$ cat src/rtl/tq_ram_1p_arb.sv
// Round-robin arbiter with optional burst locking.
// Shares one single-port TQ SRAM between a writer (port A) and a reader (port B).
module tq_ram_1p_arb #(
    parameter int unsigned Word_Width = 16,
    parameter int unsigned Addr_Width = 5
) (
    input  logic                  clk,
    input  logic                  rst_n,
    input  logic                  a_req_i,
    input  logic                  a_lock_i,
    input  logic                  a_wen_i,
    input  logic [Addr_Width-1:0] a_addr_i,
    input  logic [Word_Width-1:0] a_data_i,
    output logic                  a_gnt_o,
    output logic                  a_rvalid_o,
    input  logic                  b_req_i,
    input  logic                  b_lock_i,
    input  logic                  b_wen_i,
    input  logic [Addr_Width-1:0] b_addr_i,
    input  logic [Word_Width-1:0] b_data_i,
    output logic                  b_gnt_o,
    output logic                  b_rvalid_o,
    output logic [Word_Width-1:0] rdata_o,
    output logic                  ram_cen_o,
    output logic                  ram_oen_o,
    output logic                  ram_wen_o,
    output logic [Addr_Width-1:0] ram_addr_o,
    output logic [Word_Width-1:0] ram_data_o,
    input  logic [Word_Width-1:0] ram_data_i
);

    typedef enum logic [1:0] {
        IDLE  = 2'd0,
        OWN_A = 2'd1,
        OWN_B = 2'd2
    } state_t;

    state_t                state_q, state_d;
    logic                  last_gnt_q, last_gnt_d;   // 0 = A, 1 = B
    logic                  a_gnt, b_gnt;
    logic                  a_rvalid_q, b_rvalid_q;
    logic [Addr_Width-1:0] addr_q;
    logic [Word_Width-1:0] data_q;

    // Grant decision and next state; grants are combinational with the request
    always_comb begin
        state_d = state_q;
        a_gnt   = 1'b0;
        b_gnt   = 1'b0;
        case (state_q)
            IDLE: begin
                if (a_req_i && (!b_req_i || last_gnt_q)) begin
                    a_gnt = 1'b1;
                end else if (b_req_i) begin
                    b_gnt = 1'b1;
                end
                if (a_gnt && a_lock_i) begin
                    state_d = OWN_A;
                end else if (b_gnt && b_lock_i) begin
                    state_d = OWN_B;
                end
            end
            OWN_A: begin
                a_gnt = a_req_i;
                if (!a_req_i || !a_lock_i) begin
                    state_d = IDLE;
                end
            end
            OWN_B: begin
                b_gnt = b_req_i;
                if (!b_req_i || !b_lock_i) begin
                    state_d = IDLE;
                end
            end
            default: state_d = IDLE;
        endcase
        if (!rst_n) begin
            a_gnt = 1'b0;
            b_gnt = 1'b0;
        end
        last_gnt_d = a_gnt ? 1'b0 : (b_gnt ? 1'b1 : last_gnt_q);
    end

    // State, fairness pointer, read-valid pipeline and held RAM address/data
    always_ff @(posedge clk) begin
        if (!rst_n) begin
            state_q    <= IDLE;
            last_gnt_q <= 1'b1;
            a_rvalid_q <= 1'b0;
            b_rvalid_q <= 1'b0;
            addr_q     <= '0;
            data_q     <= '0;
        end else begin
            state_q    <= state_d;
            last_gnt_q <= last_gnt_d;
            a_rvalid_q <= a_gnt && a_wen_i;
            b_rvalid_q <= b_gnt && b_wen_i;
            addr_q     <= ram_addr_o;
            data_q     <= ram_data_o;
        end
    end

    // Idle cycles keep address/data at their last driven values to limit toggling
    always_comb begin
        ram_cen_o  = !(a_gnt || b_gnt);
        ram_wen_o  = 1'b1;
        ram_addr_o = addr_q;
        ram_data_o = data_q;
        if (a_gnt) begin
            ram_wen_o  = a_wen_i;
            ram_addr_o = a_addr_i;
            ram_data_o = a_data_i;
        end else if (b_gnt) begin
            ram_wen_o  = b_wen_i;
            ram_addr_o = b_addr_i;
            ram_data_o = b_data_i;
        end
        if (!rst_n) begin
            ram_addr_o = '0;
            ram_data_o = '0;
        end
    end

    assign ram_oen_o  = 1'b0;
    assign a_gnt_o    = a_gnt;
    assign b_gnt_o    = b_gnt;
    assign a_rvalid_o = a_rvalid_q && rst_n;
    assign b_rvalid_o = b_rvalid_q && rst_n;
    assign rdata_o    = ram_data_i;

endmodule

$ cat config.mk
export PLATFORM = sky130hd
export DESIGN_NAME = tq_ram_1p_arb
export DESIGN_NICKNAME = d
export VERILOG_FILES = /design/src/rtl/tq_ram_1p_arb.sv
export SDC_FILE = /design/constraint.sdc
export NUM_CORES = 1
export LEC_CHECK = 0
export BUFFER_PORTS_ARGS = -buffer_cell sky130_fd_sc_hd__buf_2
export CORE_UTILIZATION = 35
export CTS_CLUSTER_SIZE = 25
export DETAILED_ROUTE_END_ITERATION = 10
export GPL_TIMING_DRIVEN = 0
export PLACE_DENSITY = 0.78
export SYNTH_ARGS = -nofsm -noshare
export SYNTH_HDL_FRONTEND = slang
export SYNTH_SLANG_ARGS = --single-unit
$ cat constraint.sdc
create_clock -name clk -period 4.15 [get_ports clk]
set_input_delay 0 -clock clk [delete_from_list [all_inputs] [get_ports clk]]
set_output_delay 0 -clock clk [all_outputs]
set_load 0.01 [all_outputs]
---- Word-level counts from Yosys, hierarchy flattened ----
Cells that the tools add are included.
storage, ports and cells
  word-level logic and storage cells ...... 54
  register bits after elaboration ......... 26
cells by class
  eq/ne operators ......................... 5
  reductions and logical operators ........ 19
  multiplexer cells ....................... 24
operators with widths
  kind                                                              number
  16-bit 2-to-1 mux                                                 3
  5-bit 2-to-1 mux                                                  3
  1-bit 2-to-1 mux                                                  11
  2-bit 2-to-1 mux                                                  4
  1-bit logical AND                                                 7
  2-bit one-hot mux with 3 select lines                             1
  1-bit zero test                                                   5
  1-bit logical OR                                                  4
  2-bit inequality test (second input constant)                     2
  1-bit one-hot mux with 2 select lines                             2
  3-bit inequality test (second input constant)                     1
  3-bit AND reduction                                               1
  2-bit by 1-bit == test with 1-bit output (second input constant)  1
  2-bit == test (second input constant)                             1
  2-bit zero test                                                   1
  2-bit nonzero test                                                1

---- Depth between registers and ports, before layout ----
Gate-level depths: netlist of run 1.
  depth after elaboration ................. 10
  depth in mapped cells ................... 5
  depth with buffers taken out ............ 4

---- Worst setup path before layout of run 1 ----
No wires, ideal clock.
  kind .................................... reg-to-output
  start ................................... register last_gnt_q
  end ..................................... output ram_addr_o[0]
  buffers on the path ..................... 2
  data arrival time ....................... 1.371 ns
  cell stages (with the launch flop) ...... 6
  required time ........................... 4.150 ns
  slack ................................... 2.779 ns
  cell sequence ........................... dfxtp_1 > and3b_1 > buf_6 > buf_6 > or3b_1 > a31oi_1
between the ends
  cells in the longest elaborated chain, start to end .. 9
RTL lines
  element                                RTL line  source
  from (decl)                            39        logic last_gnt_q, last_gnt_d;
  from (signal assigned)                 95        last_gnt_q <= last_gnt_d;
  1-bit logical OR (*)                   52        if (a_req_i && (!b_req_i || last_gnt_q)) begin
  1-bit logical AND (*)                  52
  1-bit 2-to-1 mux                       52
  1-bit 2-to-1 mux                       50        case (state_q)
  1-bit one-hot mux with 2 select lines  50
  1-bit 2-to-1 mux                       77        if (!rst_n) begin
  5-bit 2-to-1 mux                       113       end else if (b_gnt) begin
  5-bit 2-to-1 mux (*)                   109       if (a_gnt) begin
  5-bit 2-to-1 mux (*)                   118       if (!rst_n) begin
  to (decl)                              27        output logic [Addr_Width-1:0] ram_addr_o,
Every way passes the cells marked *; elsewhere a longest branch is shown, timed or not. The select of a mux whose other input is x is not followed.

---- Worst setup path after layout of run 1 ----
  start ................................... register last_gnt_q
  end ..................................... output ram_data_o[8]
between the ends
  cells in the longest elaborated chain, start to end .. 9
RTL lines
  element                                RTL line  source
  1-bit logical OR (*)                   52
  1-bit logical AND (*)                  52
  1-bit 2-to-1 mux                       52
  1-bit 2-to-1 mux                       50
  1-bit one-hot mux with 2 select lines  50
  1-bit 2-to-1 mux                       77
  16-bit 2-to-1 mux                      113
  16-bit 2-to-1 mux (*)                  109
  16-bit 2-to-1 mux (*)                  118
  to (decl)                              28        output logic [Word_Width-1:0] ram_data_o,
Marked as above.

==> results of run 1 <==
state kept, by name (all words and copies together) (netlist names):
signal and cells:
data_q 16, a_rvalid_q 1, state_q 2, b_rvalid_q 1, last_gnt_q 1, addr_q 5
layout make-up:
| type | instances | area (sq um) |
|---|---|---|
| Inverter | 2 | 7.507 |
| Tap cell | 52 | 65.06 |
| Multi-Input combinational cell | 122 | 828.3 |
| Timing Repair Buffer | 95 | 495.5 |
| Sequential cell | 26 | 520.5 |
| Clock buffer | 4 | 55.05 |
| Fill cell | 445 | 2176 |
| Buffer | 38 | 266.5 |
per-stage QoR:
stage                     setup slack, ns  total power, mW  utilization (%)  cell area [sq um]  std cells
after detailed placement            2.584           0.4687            48.55               2143        331
final                               2.253           0.6323            50.71               2238        339
after global routing                2.106           0.6668            50.71               2238        339
after CTS                           2.269           0.6356            50.71               2238        339
after global placement              2.584           0.4653            48.55               2143        331
after floorplan                     2.779           0.3964                -               1623        188
routing by layer:
metal | vias up | global-route usage [%] | share of wire [%]
met5 | - | 0 | 0
met4 | 0 | 6.667 | 1.4
met3 | 6 | 4.329 | 7.4
met2 | 87 | 33.76 | 48
met1 | 883 | 23.19 | 43
li1 | 903 | - | -
power breakdown:
group | internal (mW) | switching (mW)
sequential | 0.268 | 0.00456
clock | 0.0848 | 0.0796
combinational | 0.0908 | 0.105
critical path, delay by kind of cell (launching register included):
kind	cells	cell delay (ns)
buffers and inverters	3	0.64
AO/OA/AOI/OAI	2	0.44
flip-flops	1	0.37
AND/OR/NAND/NOR	1	0.18
kinds of logic (layout without fill, tap and decap cells):
kind of cell | count (synthesis) | in the layout | synth area share, %
simple gates | 35 | 35 | 17.42
other cells | 1 | 1 | 0.2311
compound gates | 86 | 86 | 33.38
flops | 26 | 26 | 32.07
buf+inv | 40 | 139 | 16.88
worst paths after layout:
check,start,end,slack (ns)
max reg2reg,last_gnt_q$_SDFFE_PN1N_,data_q[10]$_SDFF_PN0_,2.62
max,last_gnt_q$_SDFFE_PN1N_,ram_data_o[8],2.25
min,b_req_i,last_gnt_q$_SDFFE_PN1N_,0.03
min reg2reg,last_gnt_q$_SDFFE_PN1N_,last_gnt_q$_SDFFE_PN1N_,0.49
repair_timing:
item,4_1_cts,5_1_grt
hold endpoints to repair,4,0
hold buffers,4,0
resized for setup,0,0
cell usage after synthesis (all sizes together):
cell,n,share of area (%)
clkbuf,10,2.3
inv,2,0.46
o21ai,21,6.5
o31ai,21,9.7
o32a,1,0.62
nor3b,1,0.77
and3b,1,0.54
conb,1,0.23
buf,28,14
or3b,22,12
nand3b,1,0.69
dfxtp,26,32
a31oi,43,17
and2,6,2.3
nand2b,2,0.77
nor2,2,0.46
==> out/qor.csv, run 1 <==
metric,value,unit
critPathKind,flop to output pin,
grt.overflow.total,0,
power_density,282.5,nW/um^2
grt_max_degree,15,
core_area,4414,sq um
place_hpwl,3605,um
endpoint_kind,output pin,
critPathLaunchType,flop,
nNetsFinal,354,
final-hold-violation-count,0,
portBuffers,91,
die_h,70.09,um
status,"finished, final reports clean",
max_slew.worst_pin.slew,0.5328,ns
drt-wirelength-per-cell,14.47,um
final_common_cell,buf_2,
fin_skew,0.001952,ns
clk_pin_slew_worst_paths,0.09,ns
grt_pass1_wl,7672,um
hold_path_depth,3,
ctsHtreeMaxLevel,1,
syn_inst,188,
grt_usage,19.33,%
ys_ff_latch,26,
io_pins,110,
insertion_delay,0.27,ns
drc,0,
clockBufferDepth,2,
fmax,527.1,MHz
maxCapViolations,0,
yosysWarnings,0,
drive_gt1_share,45.30,%
firstDrtPassIters,4,
rsz0062_at_grt,no,
cts-root-buf,clkbuf_8,
ys_seq_area_share,32.07,%
postRouteAntennaNets,0,
worstPathMaxFanout,10,
synth_nets,254,
wirelength,4907,um
slowest_delay,0.37,ns
worstPathArrival,1.90,ns
required,4.15,ns
slew_headroom,64.48,%
layout_common_cells,"buf_2, a31oi_1, dfxtp_1, o21ai_0, o31ai_1",
cts_tree,built,
grt_pass1_vias,1742,
start_util,36.76,%
die_w,70.09,um
critical_path.slowest_cell,dfxtp_1,
post_cts_buffers,0,
worstPathCellList,and3b_1 -> buf_6 -> clkbuf_1 -> o21ai_0 -> a31oi_1 -> buf_2,
ys_types,20,
synth_area,1623,sq um
tns,0,ns
report.final.slew_viol_count,0,
die-area,4913,sq um
layout_min_cycle_time,1.897,ns
drt_iter0_drc,156,
r2r_cells,5,
place_congestion,0.8146,
antenna_found_initial,0,
vias_per_cell,5.543,
route.vias.total,1879,
ir_drop,140.7,uV
hp-class,input pin to flop,
syn_to_final_growth,37.93,%
syn_avg_cell_area,8.632,sq um
cts_made_buffers,3,
whs,0.03444,ns
finalSetupViolCount,0,
row_count,24,
n_antenna_cell,0,
fin_crit_sh,45.71,%
clock_sinks,26,
cellLeakagePower,1.021,nW
Power figures use the tool's default switching activity.
==> run 2: changes to the inputs <==
==> constraint.sdc (replaced) <==
create_clock -name clk -period 1.9 [get_ports clk]
set_input_delay 0 -clock clk [delete_from_list [all_inputs] [get_ports clk]]
set_output_delay 0 -clock clk [all_outputs]
set_load 0.01 [all_outputs]
==> run 2 against run 1 <==
Effect of this change:
- count of clock-buffer cells in the layout did not move
- sequential share of layout area fell by 0.18 points
- total power rose by 120%
- combinational power rose by 120%
- critical path type unchanged
- critical endpoint unchanged
==> out/qor.csv, run 2 (synthesis results as in run 1) <==
metric,value,unit,change
drt_iter0_drc,164,,+5.1%
fin_cells,339,,unchanged
rrSetupSlack,0.45,ns,-2.17 ns
antenna_found_initial,0,,unchanged
status,"finished, final reports clean",,
top_register,data_q,,
final-hold-violation-count,0,,unchanged
endpoint_kind,output pin,,
maxCapViolations,0,,unchanged
max_slew.worst_pin.slew,0.5299,ns,-0.002934 ns
grt_max_degree,15,,unchanged
core_area,4414,sq um,unchanged
drt-wirelength-per-cell,14.55,um,+0.53%
placed_area,2143,sq um,unchanged
slew_headroom,64.67,%,+0.20 points
power_density,614.4,nW/um^2,+120%
r2r-start,last_gnt_q$_SDFFE_PN1N_,,
place_hpwl,3605,um,unchanged
critPathLaunchType,flop,,
firstDrtPassIters,4,,unchanged
clock_sinks,26,,unchanged
ir_drop,307.7,uV,+120%
cts-root-buf,clkbuf_8,,
top_usage_layer,met2,,
die_h,70.09,um,unchanged
place_congestion,0.8146,,unchanged
cts_made_buffers,3,,unchanged
fin_crit_sh,95.51,%,
rsz0062_at_grt,no,,
use_met3,4.329,%,unchanged
final_common_cell,buf_2,,
io_pins,110,,unchanged
grt.overflow.total,0,,unchanged
r2r_cells,5,,unchanged
clk_pin_slew_worst_paths,0.09,ns,about the same
place_inst,331,,unchanged
grtUsageMet1,23.19,%,unchanged
drc,0,,unchanged
start_util,36.76,%,unchanged
die-area,4913,sq um,unchanged
multi_input_area,837.1,sq um,+1.1%
largestRegisters,"data_q: 16 flops, addr_q: 5 flops, state_q: 2 flops",,
cellLeakagePower,1.048,nW,+2.6%
hold_path_depth,3,,unchanged
portBuffers,91,,unchanged
insertion_delay,0.27,ns,about the same
nFillCells,440,,-1.1%
grt_usage,19.33,%,unchanged
die_w,70.09,um,unchanged
critPathKind,flop to output pin,,
design_area,2256,sq um,+0.78%
nNetsFinal,354,,unchanged
clockBufferDepth,2,,unchanged
layout_min_cycle_time,1.815,ns,
wirelength,4933,um,+0.53%
worstPathArrival,1.81,ns,-0.09 ns
fin_skew,0.001383,ns,-0.0005692 ns
grt_pass1_vias,1742,,unchanged
required,1.90,ns,-2.25 ns
fmax,551.0,MHz,
hp-class,input pin to flop,,
grt_pass1_wl,7672,um,unchanged
postRouteAntennaNets,0,,unchanged
vias_per_cell,5.569,,+0.48%
layout_common_cells,"buf_2, a31oi_1, dfxtp_1, o21ai_0, o31ai_1",,
post-route-util,51.11,%,+0.40 points
use_met2,33.76,%,unchanged
row_count,24,,unchanged
worstHoldStart,b_req_i,,
finalSetupViolCount,0,,unchanged
whs,0.04425,ns,+0.009811 ns
syn_to_final_growth,39.01,%,
seqCellArea,520.5,sq um,unchanged
drive_gt1_share,47.04,%,+1.7 points
cts_tree,built,,
ctsHtreeMaxLevel,1,,unchanged
power,1.386,mW,+120%
fin_ws,0.08522,ns,-2.168 ns
route.vias.total,1888,,+0.48%
tns,0,ns,unchanged
worstPathMaxFanout,10,,unchanged
cp-startpoint,last_gnt_q$_SDFFE_PN1N_,,
largest_reg_flops,16,,unchanged
n_antenna_cell,0,,unchanged
post_cts_buffers,0,,unchanged
post-place-ws,0.3339,ns,-2.250 ns
report.final.slew_viol_count,0,,unchanged
## run 2: cell types whose count changed in the layout (fill, tap and decap cells not counted)
cell	previous run	this run
clkbuf_4	0	1
clkbuf_1	10	5
clkbuf_2	0	5
nand3b_4	0	1
nand3b_2	1	0
buf_2	94	93
## run 2: layer usage
metal / part of all wire (%) / up-vias
li1: - / 903
met3: 7.2 / 6
met5: 0 / -
met4: 1.3 / 0
met2: 48 / 93
met1: 44 / 886
## run 2: path summary, 6_finish.rpt
path / endpoint
setup reg to reg: data_q[10]$_SDFF_PN0_
hold reg to reg: last_gnt_q$_SDFFE_PN1N_
hold / removal: last_gnt_q$_SDFFE_PN1N_
setup / recovery: ram_data_o[8]
## run 2: worst max-delay path: stages, from the launching register on
cell     delay (ns)
dfxtp_1        0.34
and3b_1        0.19
buf_6          0.13
buf_6          0.13
or3b_1         0.38
a31oi_1        0.21
buf_2          0.17
## run 2: area by class of cell
class                   instances  area share (%)
repair buffers                 95           21.96
multi-input cells             122           37.10
inverters                       2          0.3328
clock buffers                   4           2.440
well taps                      52           2.884
flip-flops and latches         26           23.07
plain buffers                  38           12.20
## run 2: power breakdown
part	internal [mW]	switching, mW	leakage, nW	total [mW]
sequential	0.585	0.0100	0.214	0.595
clock	0.185	0.174	0.0288	0.359
combinational	0.202	0.230	0.805	0.432
total	0.972	0.414	1.05	1.39
## run 2: timing repair
| action | 4_1_cts | 5_1_grt |
|---|---|---|
| hold buffers | 4 | 0 |
| endpoints found under the setup margin | 0 | 20 |
| gates resized for setup | 0 | 12 |
| hold endpoints to repair | 4 | 0 |
